--- config.mk ---
export PLATFORM = sky130hd
export DESIGN_NAME = imem_loader
export DESIGN_NICKNAME = d
export VERILOG_FILES = /design/src/rtl/imem_loader_pkg.sv /design/src/rtl/imem_loader_word_packer.sv /design/src/rtl/imem_loader.sv
export SDC_FILE = /design/constraint.sdc
export NUM_CORES = 1
export LEC_CHECK = 0
export CAP_MARGIN = 15
export CORE_ASPECT_RATIO = 1.4
export CORE_MARGIN = 3
export CORE_UTILIZATION = 50
export CTS_CLUSTER_DIAMETER = 80
export DETAILED_ROUTE_END_ITERATION = 7
export PLACE_DENSITY = 0.76
export SLEW_MARGIN = 5
export SYNTH_ARGS = -nofsm -noshare
export SYNTH_HDL_FRONTEND = slang
export SYNTH_SLANG_ARGS = --single-unit
--- constraint.sdc ---
create_clock -name clk -period 3.5 [get_ports clk]
set_clock_uncertainty 0.1 [all_clocks]
set_input_delay 0.7 -clock clk [delete_from_list [all_inputs] [get_ports clk]]
set_output_delay 0.7 -clock clk [all_outputs]
set_load 0.02 [all_outputs]
--- src/rtl/imem_loader_pkg.sv ---
// rtl/imem_loader_pkg.sv - shared state encoding and sizing constants for imem_loader
package imem_loader_pkg;

  localparam int DEFAULT_DEPTH  = 128;
  localparam int DEFAULT_ADDR_W = 7;
  localparam int BYTES_PER_WORD = 4;
  localparam int LEN_W          = 8;

  typedef enum logic [2:0] {
    S_IDLE,
    S_RECV,
    S_WRITE,
    S_CHECK,
    S_DONE
  } state_e;

  function automatic logic [LEN_W-1:0] clamp_len(input logic [LEN_W-1:0] len, input int depth);
    return (int'(len) > depth) ? LEN_W'(depth) : len;
  endfunction

endpackage

--- src/rtl/imem_loader_word_packer.sv ---
// rtl/imem_loader_word_packer.sv - big-endian byte-to-word assembler
// IMEM_LOADER_CHECKSUM_EN adds a running XOR of every accepted byte.
module word_packer
  import imem_loader_pkg::*;
(
  input  logic        clk,
  input  logic        reset,
  input  logic        clear_i,
  input  logic        accept_i,
  input  logic [7:0]  byte_i,
  output logic [31:0] word_o,
  output logic        full_o
`ifdef IMEM_LOADER_CHECKSUM_EN
  ,
  output logic [7:0]  xor_o
`endif
);

  localparam logic [1:0] LAST_BYTE = 2'(BYTES_PER_WORD - 1);

  logic [23:0] word_q;
  logic [1:0]  cnt_q;

  // word_o already carries the byte on byte_i, so the word is complete in the cycle the 4th byte is taken
  assign word_o = {word_q, byte_i};
  assign full_o = (cnt_q == LAST_BYTE);

  always_ff @(posedge clk) begin
    if (reset || clear_i) begin
      word_q <= '0;
      cnt_q  <= '0;
    end else if (accept_i) begin
      word_q <= {word_q[15:0], byte_i};
      cnt_q  <= cnt_q + 2'd1;
    end
  end

`ifdef IMEM_LOADER_CHECKSUM_EN
  logic [7:0] xor_q;

  assign xor_o = xor_q;

  always_ff @(posedge clk) begin
    if (reset || clear_i) begin
      xor_q <= '0;
    end else if (accept_i) begin
      xor_q <= xor_q ^ byte_i;
    end
  end
`endif

endmodule

--- src/rtl/imem_loader.sv ---
// rtl/imem_loader.sv - boot-time byte-stream loader for the instruction memory
// IMEM_LOADER_CHECKSUM_EN enables the trailing XOR checksum byte and err.
module imem_loader
  import imem_loader_pkg::*;
#(
  parameter int DEPTH  = DEFAULT_DEPTH,
  parameter int ADDR_W = DEFAULT_ADDR_W
) (
  input  logic              clk,
  input  logic              reset,
  input  logic              start,
  input  logic [7:0]        len,
  input  logic              in_valid,
  input  logic [7:0]        in_data,
  output logic              in_ready,
  output logic              wr_en,
  output logic [ADDR_W-1:0] wr_addr,
  output logic [31:0]       wr_data,
  output logic              cpu_hold,
  output logic              busy,
  output logic              done,
  output logic              err
);

  state_e            state_q;
  logic [LEN_W-1:0]  eff_len_q;
  logic [LEN_W-1:0]  eff_len_d;
  logic [LEN_W-1:0]  idx_next_d;
  logic [ADDR_W-1:0] idx_q;
  logic              in_ready_q;
  logic              wr_en_q;
  logic [ADDR_W-1:0] wr_addr_q;
  logic [31:0]       wr_data_q;
  logic              busy_q;
  logic              done_q;
  logic              clear_d;
  logic              accept_d;
  logic              pk_full;
  logic [31:0]       pk_word;

  assign eff_len_d  = clamp_len(len, DEPTH);
  assign idx_next_d = LEN_W'(idx_q) + LEN_W'(1);
  assign clear_d    = (state_q == S_IDLE) && start;
  assign accept_d   = (state_q == S_RECV) && in_valid && in_ready_q;

  assign in_ready = in_ready_q;
  assign wr_en    = wr_en_q;
  assign wr_addr  = wr_addr_q;
  assign wr_data  = wr_data_q;
  assign busy     = busy_q;
  assign cpu_hold = busy_q;
  assign done     = done_q;

`ifdef IMEM_LOADER_CHECKSUM_EN
  logic [7:0] pk_xor;
  logic       err_q;

  assign err = err_q;

  word_packer u_packer (
    .clk      (clk),
    .reset    (reset),
    .clear_i  (clear_d),
    .accept_i (accept_d),
    .byte_i   (in_data),
    .word_o   (pk_word),
    .full_o   (pk_full),
    .xor_o    (pk_xor)
  );
`else
  assign err = 1'b0;

  word_packer u_packer (
    .clk      (clk),
    .reset    (reset),
    .clear_i  (clear_d),
    .accept_i (accept_d),
    .byte_i   (in_data),
    .word_o   (pk_word),
    .full_o   (pk_full)
  );
`endif

  always_ff @(posedge clk) begin
    if (reset) begin
      state_q    <= S_IDLE;
      eff_len_q  <= '0;
      idx_q      <= '0;
      in_ready_q <= 1'b0;
      wr_en_q    <= 1'b0;
      wr_addr_q  <= '0;
      wr_data_q  <= '0;
      busy_q     <= 1'b0;
      done_q     <= 1'b0;
`ifdef IMEM_LOADER_CHECKSUM_EN
      err_q      <= 1'b0;
`endif
    end else begin
      wr_en_q <= 1'b0;
      case (state_q)
        S_IDLE: begin
          if (start) begin
            eff_len_q <= eff_len_d;
            idx_q     <= '0;
            done_q    <= 1'b0;
`ifdef IMEM_LOADER_CHECKSUM_EN
            err_q     <= 1'b0;
`endif
            if (eff_len_d == '0) begin
              state_q <= S_DONE;
            end else begin
              state_q    <= S_RECV;
              in_ready_q <= 1'b1;
              busy_q     <= 1'b1;
            end
          end
        end
        S_RECV: begin
          if (accept_d && pk_full) begin
            state_q    <= S_WRITE;
            in_ready_q <= 1'b0;
            wr_en_q    <= 1'b1;
            wr_addr_q  <= idx_q;
            wr_data_q  <= pk_word;
          end
        end
        S_WRITE: begin
          idx_q <= idx_q + ADDR_W'(1);
          if (idx_next_d == eff_len_q) begin
`ifdef IMEM_LOADER_CHECKSUM_EN
            state_q    <= S_CHECK;
            in_ready_q <= 1'b1;
`else
            state_q    <= S_DONE;
            busy_q     <= 1'b0;
            done_q     <= 1'b1;
`endif
          end else begin
            state_q    <= S_RECV;
            in_ready_q <= 1'b1;
          end
        end
        S_CHECK: begin
`ifdef IMEM_LOADER_CHECKSUM_EN
          if (in_valid) begin
            err_q      <= (in_data != pk_xor);
            state_q    <= S_DONE;
            in_ready_q <= 1'b0;
            busy_q     <= 1'b0;
            done_q     <= 1'b1;
          end
`else
          state_q <= S_IDLE;
`endif
        end
        S_DONE: begin
          done_q  <= 1'b1;
          state_q <= S_IDLE;
        end
        default: state_q <= S_IDLE;
      endcase
    end
  end

endmodule

==> results.cfg, run 1 <==
[logic_synthesis]
synth-seq-cells = 87
synth-edff-count = 0
synth_common_cells = 135 x nand2_1, 87 x dfxtp_1, 77 x a21oi_1
synth_cell_types = 47
synth_flop_cell = dfxtp_1
synth_area_leaders = dfxtp_1 51%, nand2_1 15%, a21oi_1 11%
yosysMostFrequentCell = nand2_1
yosysTopAreaCellShare_pct = 50.5
yosysWarnings = 0
syn_inst = 428
syn_area_um2 = 3450
synth.largest_area_cell = dfxtp_1
avgSynthCellArea_um2 = 8.05
async_flop_share_pct = 0
seq_area_frac_synth_pct = 50.5
synth_nets = 450

[power]
ir_drop_v = 0.000279
cellLeakagePower_uw = 0.00141
power_density_nw_per_um2 = 413
sequentialPowerShare_pct = 57.4
share_comb_of_total_power_pct = 6.2
swShare_pct = 25.2
p_clk_share_pct = 36.4
p_sw_uw = 445
p_int_uw = 1320

[placed_design]
port_buffers = 63
dpl_cell_area_um2 = 4080
dpl_worst_slack_ns = 0.776
dp_hpwl_mm = 5.53
gp_congestion = 0.875

[job]
max_cap_viol_count = 0

[detailed_routing]
drt_pass1_iterations = 4
vias = 3063
drt-wirelength-per-cell_um = 13.5
finalWirelength_mm = 7.75
ant_nets = 0
vias_per_cell = 5.35
drt-initial-drc-count = 153
drc = 0

[grt]
antenna_found_initial = 0
track_usage_pct = 20.6
first_global_vias = 2959
grt_max_degree = 32
grt_pass1_wl_mm = 13.5
overflow = 0

[clock_tree]
clk_path_buf_depth = 2
ctsHoldBuffers = 0
numCtsBuffers = 9
htree_levels = 3
cts.sinks = 87
cts_setup_buffers = 0
clock_latency_ns = 0.35
cts_tree = done
clk_pin_slew_ns = 0.09
root_buffer = clkbuf_8
cts_resized = 0

[worst_hold_path]
hold_path.class = flip-flop to flip-flop

[sta]
relSlewSlack_pct = 63.5
fin_ws_ns = 0.889
fin_crit_ns = 2.61
finalSetupTns_ns = 0
maxSlewViolCount = 0
clock.fmax_mhz = 383
finalHoldViolations = 0
grt_setup_unrepaired = false
setup_viol = 0
tightest_slew_ns = 0.546
finalCritPeriodShare_pct = 74.6

[setup_path]
critical_path_class = flip-flop to flip-flop
worstPathMaxFanout = 11
crit_required_ns = 3.66
start_kind = flip-flop
crit_slowest_cell = dfxtp_1
cpPeakStageDelay_ns = 0.59
cp.arrival_ns = 2.78
crit_chain = ha_1, nand3_2, nor3_1, o41ai_1, o2111a_1, or4_4, o31ai_1
critPathCaptureType = flip-flop

[final_layout]
antenna-diode-count = 0
final_area_um2 = 4260
drive_gt1_share_pct = 6.03
nets = 498
areaGrowthSynthToFinish_pct = 23.7
fill_cells = 614

[floorplan]
die_h_um = 104
die_x_um = 76.2
design.core.area_um2 = 6660
rows = 35
dieArea_um2 = 7940
initial_utilization_pct = 51.8
pin_count = 65

[status]
status = complete, no violations
-- cell type report --
cell class / instances / area (um^2) / area share, %
Clock inverter: 6 / 57.6 / 1.35
Clock buffer: 10 / 128 / 2.99
Tap cell: 92 / 115 / 2.70
Timing Repair Buffer: 70 / 678 / 15.9
Multi-Input combinational cell: 304 / 1530 / 35.9
Sequential cell: 87 / 1740 / 40.8
Inverter: 4 / 15.0 / 0.352
-- power groups by stage --
stage	Combinational [uW]	Sequential (uW)	Clock, uW
after floorplan	63.7	1030	0
after global placement	108	1030	0
after detailed placement	109	1040	0
after CTS	110	1010	656
after global routing	120	1010	695
final	110	1010	642
-- flip-flops by register name (all words and copies together), names as in the netlist --
| register | count |
|---|---|
| wr_addr | 7 |
| eff_len_q | 8 |
| busy | 1 |
| wr_data | 32 |
| done | 1 |
| idx_q | 7 |
| state_q | 3 |
| u_packer.word_q | 24 |
| u_packer.cnt_q | 2 |
| wr_en | 1 |
| in_ready | 1 |
-- logic make-up after synthesis --
group | Yosys count | share of synthesized area [%]
flip-flops | 87 | 50.5
buffers and inverters | 37 | 5.08
XOR/XNOR | 8 | 2.03
AND/OR/NAND/NOR | 185 | 23.0
adder cells (fa/ha/maj) | 2 | 0.726
AO/OA/AOI/OAI | 108 | 18.5
other | 1 | 0.109
-- routing by layer --
layer  wire (um)  share of wire, %  track usage [%]  vias up
li1            -                 -                -     1540
met1        3290                42             24.7     1446
met2        4060                52             36.8       66
met3         283               3.7             3.12       11
met4         119               1.5             7.90        0
met5           0                 0                0        -
-- through the flow --
stage	hold slack, ns	total power, uW	utilization, %	std cells
5_1_grt	0.369	1830	64.1	573
6_report	0.355	1760	64.1	573
2_1_floorplan	0.332	1100	-	428
3_5_place_dp	0.346	1140	61.3	557
4_1_cts	0.358	1780	64.1	573
3_3_place_gp	0.344	1140	61.3	557
-- placed cells by master, fill, tap and decap left out, types with 4 or more instances in the layout --
cell type | Yosys | layout
xor2_1 | 4 | 4
a22o_1 | 6 | 6
nor2_1 | 18 | 18
clkbuf_8 | 0 | 9
o21ai_0 | 4 | 4
dfxtp_1 | 87 | 87
nor3_1 | 6 | 6
buf_4 | 4 | 7
a21oi_1 | 77 | 77
inv_1 | 4 | 4
nand2_1 | 135 | 135
clkdlybuf4s50_1 | 0 | 62
xnor2_1 | 4 | 4
nand3b_1 | 4 | 4
-- critical path: cells and delay by family, from the launching register on --
family	cells	cell delay, ns
fa+ha+maj	1	0.44
compound gates	3	0.48
simple gates	3	0.91
flops	1	0.59
-- final timing paths --
path | startpoint | endpoint | slack, ns | cells past startpoint
max | idx_q[0]$_SDFFE_PP0P_ | state_q[0]$_SDFFE_PP0P_ | 0.89 | 7
min | u_packer.word_q[16]$_SDFFE_PP0P_ | wr_data[24]$_SDFFE_PP0P_ | 0.36 | 2
max reg2reg | idx_q[0]$_SDFFE_PP0P_ | state_q[0]$_SDFFE_PP0P_ | 0.89 | 7
min reg2reg | u_packer.word_q[16]$_SDFFE_PP0P_ | wr_data[24]$_SDFFE_PP0P_ | 0.36 | 2
(Power assumes the default switching activity.)
==> run 2, diff against run 1 <==
CORE_UTILIZATION = 46   (was 50)
PLACE_DENSITY = 0.74   (was 0.76)
clock period = 2.1 ns   (was 3.5 ns; I/O delays follow)
==> run 2 against run 1 <==
- sequential cell count did not move
- fmax rose by 30%
- critical path depth fell by 1
- core utilization fell by 1.5 points
- final cell count rose by 2.8%
==> results.cfg, run 2 (synthesis gave the netlist of run 1 again) <==
[status]
status = complete, no violations

[detailed_routing]
finalWirelength_mm = 8.33
drc = 0
dr.max_layer_used = met4
route.met2.wl_mm = 4.54
ant_nets = 0
vias = 3094
drt_pass1_iterations = 4
wl_met1_mm = 3.36
drt-wirelength-per-cell_um = 14.1
wl_met3_um = 280
vias_per_cell = 5.25
drt-initial-drc-count = 159

[final_layout]
layout_commonest_cell = nand2_1
areaGrowthSynthToFinish_pct = 29.3
largest_register_ffs = 32
nets = 511
drive_gt1_share_pct = 10.5
fin_cells = 589
antenna-diode-count = 0
final_cell_mix = 135 x nand2_1, 84 x dfxtp_1, 77 x a21oi_1

[floorplan]
dieArea_um2 = 8580
design.core.area_um2 = 7120
die_h_um = 108
rows = 36
initial_utilization_pct = 48.4
die_x_um = 79.1
pin_count = 65

[power]
ir_drop_v = 0.000616
power_density_nw_per_um2 = 691
power_uw = 3080
cellLeakagePower_uw = 0.00151

[clock_tree]
htree_levels = 3
numCtsBuffers = 9
clk_pin_slew_ns = 0.10
root_buffer = clkbuf_8
clk_path_buf_depth = 2
cts.sinks = 87
cts_tree = done
clock_latency_ns = 0.35
ctsHoldBuffers = 0

[placed_design]
dpl_worst_slack_ns = -0.0164
gp_congestion = 0.846
placed_cells_incl_taps = 573
port_buffers = 63
dp_hpwl_mm = 5.87

[setup_path]
crit_required_ns = 2.27
cp-startpoint = idx_q[1]$_SDFFE_PP0P_
start_kind = flip-flop
cp.arrival_ns = 2.18
worstPathMaxFanout = 3
regToRegStartpoint = idx_q[1]$_SDFFE_PP0P_
critPathCaptureType = flip-flop
critical_path_class = flip-flop to flip-flop

[sta]
maxSlewViolCount = 0
finalCritPeriodShare_pct = 95.6
setup_viol = 0
holdWs_ns = 0.356
clock.fmax_mhz = 498
fin_ws_ns = 0.0922
finalHoldViolations = 0
finalSetupTns_ns = 0
fin_crit_ns = 2.01

[grt]
overflow = 0
antenna_found_initial = 0
first_global_vias = 3112
grt_max_degree = 32
grt_pass1_wl_mm = 14.2
track_usage_pct = 20.7

[worst_hold_path]
hold_path.class = flip-flop to flip-flop
hp-start = wr_data[4]$_SDFFE_PP0P_

[job]
max_cap_viol_count = 0
run 2: metal layers:
layer / track usage (%) / vias to the layer above
li1: - / 1564
met1: 23.7 / 1448
met2: 37.9 / 69
met3: 3.58 / 13
met4: 8.11 / 0
met5: 0 / -
run 2: worst max-delay path, cell delays in order, from the launching register on:
cell       delay (ns)
dfxtp_2          0.34
ha_2             0.35
xor2_1           0.27
a2111oi_4        0.09
o2111a_2         0.20
or4_4            0.49
o31ai_1          0.08
run 2: per-stage QoR:
step / area, um^2 / util, %
4_1_cts: 4410 / 62.0
6_report: 4460 / 62.6
5_1_grt: 4460 / 62.6
3_5_place_dp: 4210 / 59.1
2_1_floorplan: 3450 / -
3_3_place_gp: 4210 / 59.1
run 2: final timing paths:
kind / slack (ns) / end / depth (start not counted)
setup / recovery: 0.09 / state_q[0]$_SDFFE_PP0P_ / 6
setup reg to reg: 0.09 / state_q[0]$_SDFFE_PP0P_ / 6
hold reg to reg: 0.36 / wr_data[4]$_SDFFE_PP0P_ / 2
hold / removal: 0.36 / wr_data[4]$_SDFFE_PP0P_ / 2
run 2: report_power, final:
group,switching [uW],internal (uW),total (uW)
Clock,631,564,1200
Sequential,19.6,1670,1690
Combinational,107,91.9,199
run 2: final cells by class:
| type | count | area (um^2) |
|---|---|---|
| repair buffers | 83 | 801 |
| multi-input cells | 304 | 1570 |
| clock inverters | 7 | 80.1 |
| flip-flops and latches | 87 | 1750 |
| fillers | 683 | 2660 |
| clock buffers | 9 | 124 |
| well taps | 95 | 119 |
| inverters | 4 | 15.0 |
run 2: repair_timing:
item                       CTS  global route
setup endpoints to repair    1             5
buffers inserted             0             0
hold endpoints to repair     0             0
pin swaps                    0             2
resized for setup            1             9
==> patch 1, RTL diff (flow settings as in run 1) <==
Add a define of `IMEM_LOADER_CHECKSUM_EN`.
--- a/src/rtl/imem_loader_word_packer.sv
+++ b/src/rtl/imem_loader_word_packer.sv
@@ -1,5 +1,7 @@
 // rtl/imem_loader_word_packer.sv - big-endian byte-to-word assembler
 // IMEM_LOADER_CHECKSUM_EN adds a running XOR of every accepted byte.
+`define IMEM_LOADER_CHECKSUM_EN
+
 module word_packer
   import imem_loader_pkg::*;
 (
Check against the original RTL: not equivalent (a bounded check fails within 10 cycles, from zero or initial values and one cycle with reset high).
==> patch 1 against run 1 <==
- power is 9.8% higher
- sequential share of layout area increased by 0.33 points
- global-route usage shrank 0.27 points
- final cell count rose by 8.6%
- critical path depth stayed put
- synthesized cell count is 8.4% higher
- wire length increased by 8.7%
- area after synthesis rose by 10%
- critical path type is now in -> reg
- cell area up 9.4%
- critical endpoint is now u_packer.xor_o[0]$_SDFFE_PP0P_
- sequential cell count is 9 higher
- setup slack gained 0.25 ns
==> patch 1: results <==
group,metric,value,unit
setup_path,worst-path-max-fanout,22,
power_and_ir_drop,powerClk,714,uW
yosys,synth.cells.most_frequent,"nand2_1, dfxtp_1, a21oi_1",
routing,wl_met1,3530,um
placement,post_placement_cell_count,606,
clock_tree,insertion_delay,0.35,ns
placement,post-place-ws,0.786,ns
setup_path,worst_path_dominant_cell_family,"buffers and inverters",
power_and_ir_drop,powerComb,111,uW
power_and_ir_drop,net-switching-power,438,uW
routing,dr.first_iter.drc_count,194,
finish,layoutNonFillerInstCount,622,
routing,average_wire_length_per_cell_after_detail_routing,13.6,um
routing,first_pass_iters,4,
yosys,synthArstFlopShare,0,%
global_routing,maximum_number_of_pins_on_one_net_before_global_route_repair,42,
placement,gp_congestion,0.861,
global_routing,grt_util_met1,23.8,%
global_routing,antenna_violations_before_repair,0,
clock_tree,clockBufferDepth,2,
routing,maxUsedRoutingLayer,"met4",
clock_tree,cts-buffers-inserted,9,
setup_path,critical_path.slowest_cell,"clkdlybuf4s50_1",
setup_path,worst-r2r-setup-slack,1.41,ns
yosys,ys_warns,0,
placement,post_dp_cell_area,4470,um^2
hold_path,kind_of_path_behind_the_tightest_hold_check,"reg -> reg",
global_routing,grt_pass1_vias,3065,
placement,portBuffers,64,
power_and_ir_drop,power.static_leakage,1.59,nW
routing,avgViaCountPerCell,5.21,
clock_tree,root_buffer,"clkbuf_8",
routing,routed-wl-met3,235,um
finish,num-nets-final,542,
setup_path,cp_data_arrival_time,2.50,ns
global_routing,grt_use_total,20.3,%
power_and_ir_drop,vdd.ir_drop.worst,318,uV
clock_tree,post_cts_setup_buffer_count,0,
timing,timing.final.crit_share,67.4,%
setup_path,timing.critical_path.slowest_cell_delay,0.52,ns
yosys,synth_sequential_area_ratio,50.6,%
timing,worst_hold_slack_across_all_endpoints,0.354,ns
yosys,post_synthesis_net_count,486,
global_routing,grt_util_met3,3.06,%
yosys,synth_unique_cells,38,
routing,route.met2.wl,4490,um
global_routing,gr-usage-met2,36.7,%
finish,layout-drive-gt1-share,5.14,%
clock_tree,cts_resized,0,
yosys,synth.area.top_cells,"dfxtp_1, nand2_1, a21oi_1",
placement,place.detailed.hpwl,5840,um
timing,worstMarginPinSlew,0.693,ns
global_routing,grt_first_pass_wirelength,14000,um
power_and_ir_drop,cell_internal_pwr,1.50,mW
clock_tree,htree_num_levels,3,
outcome,result_of_the_run,"finished clean",
yosys,avgSynthCellArea,8.18,um^2
clock_tree,clkTransAtPathRegs,0.09,ns
yosys,dominantRegCellSynth,"dfxtp_1",
==> patch 1: cell types whose count changed in the layout (fill, tap and decap cells not counted), moves of 4 or more <==
cell / run 1 / this run
xnor2_1: 4 / 8
dfxtp_1: 87 / 96
nor2_1: 18 / 29
nor3_1: 6 / 2
xor2_1: 4 / 19
nand2_1: 135 / 140
==> patch 1: final cells by class <==
| type | instances | area [um^2] |
|---|---|---|
| clock buffer | 11 | 141 |
| clock inverter | 5 | 56.3 |
| fill | 655 | 2690 |
| inverter | 4 | 15.0 |
| multi-input combinational | 337 | 1720 |
| sequential | 96 | 1920 |
| tap | 97 | 121 |
| timing repair buffer | 72 | 696 |
==> patch 1: logic make-up (layout without fill, tap and decap cells) <==
kind of cell / after synthesis / after routing / share of synthesized area, %
simple gates: 205 / 205 / 23.1
mux: 2 / 2 / 0.560
xor+xnor: 27 / 27 / 6.23
compound gates: 101 / 101 / 14.7
flops: 96 / 96 / 50.6
fa+ha+maj: 2 / 2 / 0.659
buf+inv: 31 / 92 / 4.19
==> patch 1: worst paths after layout <==
path	start	endpoint	depth (start not counted)
setup / recovery	in_valid	u_packer.xor_o[0]$_SDFFE_PP0P_	7
hold / removal	u_packer.word_q[23]$_SDFFE_PP0P_	wr_data[31]$_SDFFE_PP0P_	2
setup reg to reg	state_q[1]$_SDFFE_PP0P_	state_q[1]$_SDFFE_PP0P_	5
hold reg to reg	u_packer.word_q[23]$_SDFFE_PP0P_	wr_data[31]$_SDFFE_PP0P_	2
==> patch 1: tightest hold or removal path: stages, from the launching register on <==
cell and delay [ns]:
dfxtp_1 0.32, nand2_1 0.05, a21oi_1 0.05
==> patch 2, RTL diff (config.mk and constraints of run 1) <==
Made on the original files. The 5 states of `state_e` get a one-hot encoding in 5 bits.
--- a/src/rtl/imem_loader_pkg.sv
+++ b/src/rtl/imem_loader_pkg.sv
@@ -6,12 +6,12 @@
   localparam int BYTES_PER_WORD = 4;
   localparam int LEN_W          = 8;
 
-  typedef enum logic [2:0] {
-    S_IDLE,
-    S_RECV,
-    S_WRITE,
-    S_CHECK,
-    S_DONE
+  typedef enum logic [4:0] {
+    S_IDLE  = 5'b00001,
+    S_RECV  = 5'b00010,
+    S_WRITE = 5'b00100,
+    S_CHECK = 5'b01000,
+    S_DONE  = 5'b10000
   } state_e;
 
   function automatic logic [LEN_W-1:0] clamp_len(input logic [LEN_W-1:0] len, input int depth);
Formal check against the unedited RTL: no difference found for any inputs over 10 cycles, from zero or initial values and one cycle with reset high; not proved beyond that.
==> patch 2 against run 1 <==
- sequential cell count grew 1
- area after synthesis is 3.7% higher
- hold slack worse by 0.0018 ns
- global-route usage grew 0.42 points
- power rose by 5.1%
- cell area grew 3.9%
- via count grew 7.6%
- critical path depth decreased by 1
- setup slack got worse by 0.11 ns
- wire length grew 8.7%
- utilization increased by 1.6 points
- largest cell class unchanged
==> patch 2: results <==
group,metric,value,unit
yosys,synth_unique_cells,43,
routing,average_wire_length_per_cell_after_detail_routing,13.9,um
global_routing,maximum_number_of_pins_on_one_net_before_global_route_repair,33,
setup_path,r2r-start,"idx_q[0]$_SDFFE_PP0P_",
routing,dr.first_iter.drc_count,226,
routing,route.vias.total,3295,
setup_path,worst-r2r-setup-slack,0.78,ns
clock_tree,post_cts_setup_buffer_count,0,
placement,place.detailed.hpwl,5860,um
outcome,result_of_the_run,"finished clean",
setup_path,worst-path-max-fanout,11,
clock_tree,insertion_delay,0.36,ns
hold_path,hold_start,"u_packer.word_q[23]$_SDFFE_PP0P_",
setup_path,worst_path_dominant_cell_family,"compound AO/OA/AOI/OAI gates",
power_and_ir_drop,power.static_leakage,1.44,nW
routing,first_pass_iters,4,
placement,post_dp_cell_area,4230,um^2
routing,route.met2.wl,4370,um
finish,largest_register_ffs,32,
clock_tree,root_buffer,"clkbuf_8",
global_routing,grt_first_pass_wirelength,14200,um
setup_path,critical_path.slowest_cell,"a2111oi_0",
yosys,synthArstFlopShare,0,%
setup_path,cp_data_arrival_time,2.88,ns
routing,wl_met1,3530,um
yosys,synth_sequential_area_ratio,49.3,%
global_routing,antenna_violations_before_repair,0,
power_and_ir_drop,cellPowerDensity,418,nW/um^2
power_and_ir_drop,power_frac_seq,55.1,%
yosys,synth.area.top_cells,"dfxtp_1, nand2_1, a21oi_1",
yosys,synth.cells.most_frequent,"nand2_1, dfxtp_1, a21oi_1",
global_routing,grt_pass1_vias,3020,
hold_path,worst_hold_path.num_cells,2,
clock_tree,clkTransAtPathRegs,0.09,ns
timing,timing.slew.headroom,45.4,%
hold_path,kind_of_path_behind_the_tightest_hold_check,"reg -> reg",
clock_tree,cts_resized,0,
placement,gp_congestion,0.886,
power_and_ir_drop,vdd.ir_drop.worst,280,uV
routing,maxUsedRoutingLayer,"met4",
power_and_ir_drop,net-switching-power,455,uW
finish,layout-drive-gt1-share,5.05,%
global_routing,grt_use_total,21.0,%
finish,layout.filler_cells,625,
setup_path,timing.critical_path.slowest_cell_delay,0.61,ns
setup_path,rr_endpoint,"busy$_SDFFE_PP0P_",
routing,routed-wl-met3,359,um
yosys,post_synthesis_net_count,486,
setup_path,crit_path_start_kind,"flop",
finish,num-nets-final,532,
placement,post-place-ws,0.829,ns
setup_path,timing.reg2reg.worst_path_depth,6,
hold_path,timing.hold.worst_endpoint,"wr_data[31]$_SDFFE_PP0P_",
global_routing,grt_remaining_overflow,0,
-- patch 2: through the flow --
step | cells | hold WS [ns] | util, %
floorplan | 464 | 0.332 | -
global placement | 591 | 0.341 | 62.7
detailed placement | 591 | 0.343 | 62.7
CTS | 607 | 0.356 | 65.7
global route | 607 | 0.379 | 65.7
finish | 607 | 0.354 | 65.7
-- patch 2: logic make-up (layout without fill, tap and decap cells) --
kind of cell | count (synthesis) | count (layout) | synth area share, %
AND/OR/NAND/NOR | 206 | 206 | 25.1
other | 1 | 1 | 0.105
adder cells (fa/ha/maj) | 2 | 2 | 0.700
AO/OA/AOI/OAI | 116 | 116 | 17.8
flip-flops | 88 | 88 | 49.3
XOR/XNOR | 8 | 8 | 1.96
buffers and inverters | 43 | 94 | 4.94
-- patch 2: worst max-delay path by stage --
stage,end,slack [ns],cells after the start
2_1_floorplan,busy$_SDFFE_PP0P_,1.28,7
3_3_place_gp,wr_data[16]$_SDFFE_PP0P_,0.98,6
5_1_grt,busy$_SDFFE_PP0P_,0.62,6
4_1_cts,busy$_SDFFE_PP0P_,0.81,6
3_5_place_dp,busy$_SDFFE_PP0P_,0.83,6
6_report,busy$_SDFFE_PP0P_,0.78,6
-- patch 2: per-layer routing --
metal | up-vias | global-route usage, %
met5 | - | 0
met2 | 73 | 37.0
met1 | 1559 | 25.2
met4 | 0 | 8.65
met3 | 18 | 3.22
li1 | 1645 | -
-- patch 2: final cells by class --
| cell class | instances | area, um^2 | area share (%) |
|---|---|---|---|
| clock buffer | 9 | 124 | 2.80 |
| clock inverter | 7 | 78.8 | 1.78 |
| inverter | 9 | 33.8 | 0.762 |
| multi-input combinational | 333 | 1630 | 36.9 |
| sequential | 88 | 1760 | 39.8 |
| tap | 92 | 115 | 2.60 |
| timing repair buffer | 69 | 683 | 15.4 |
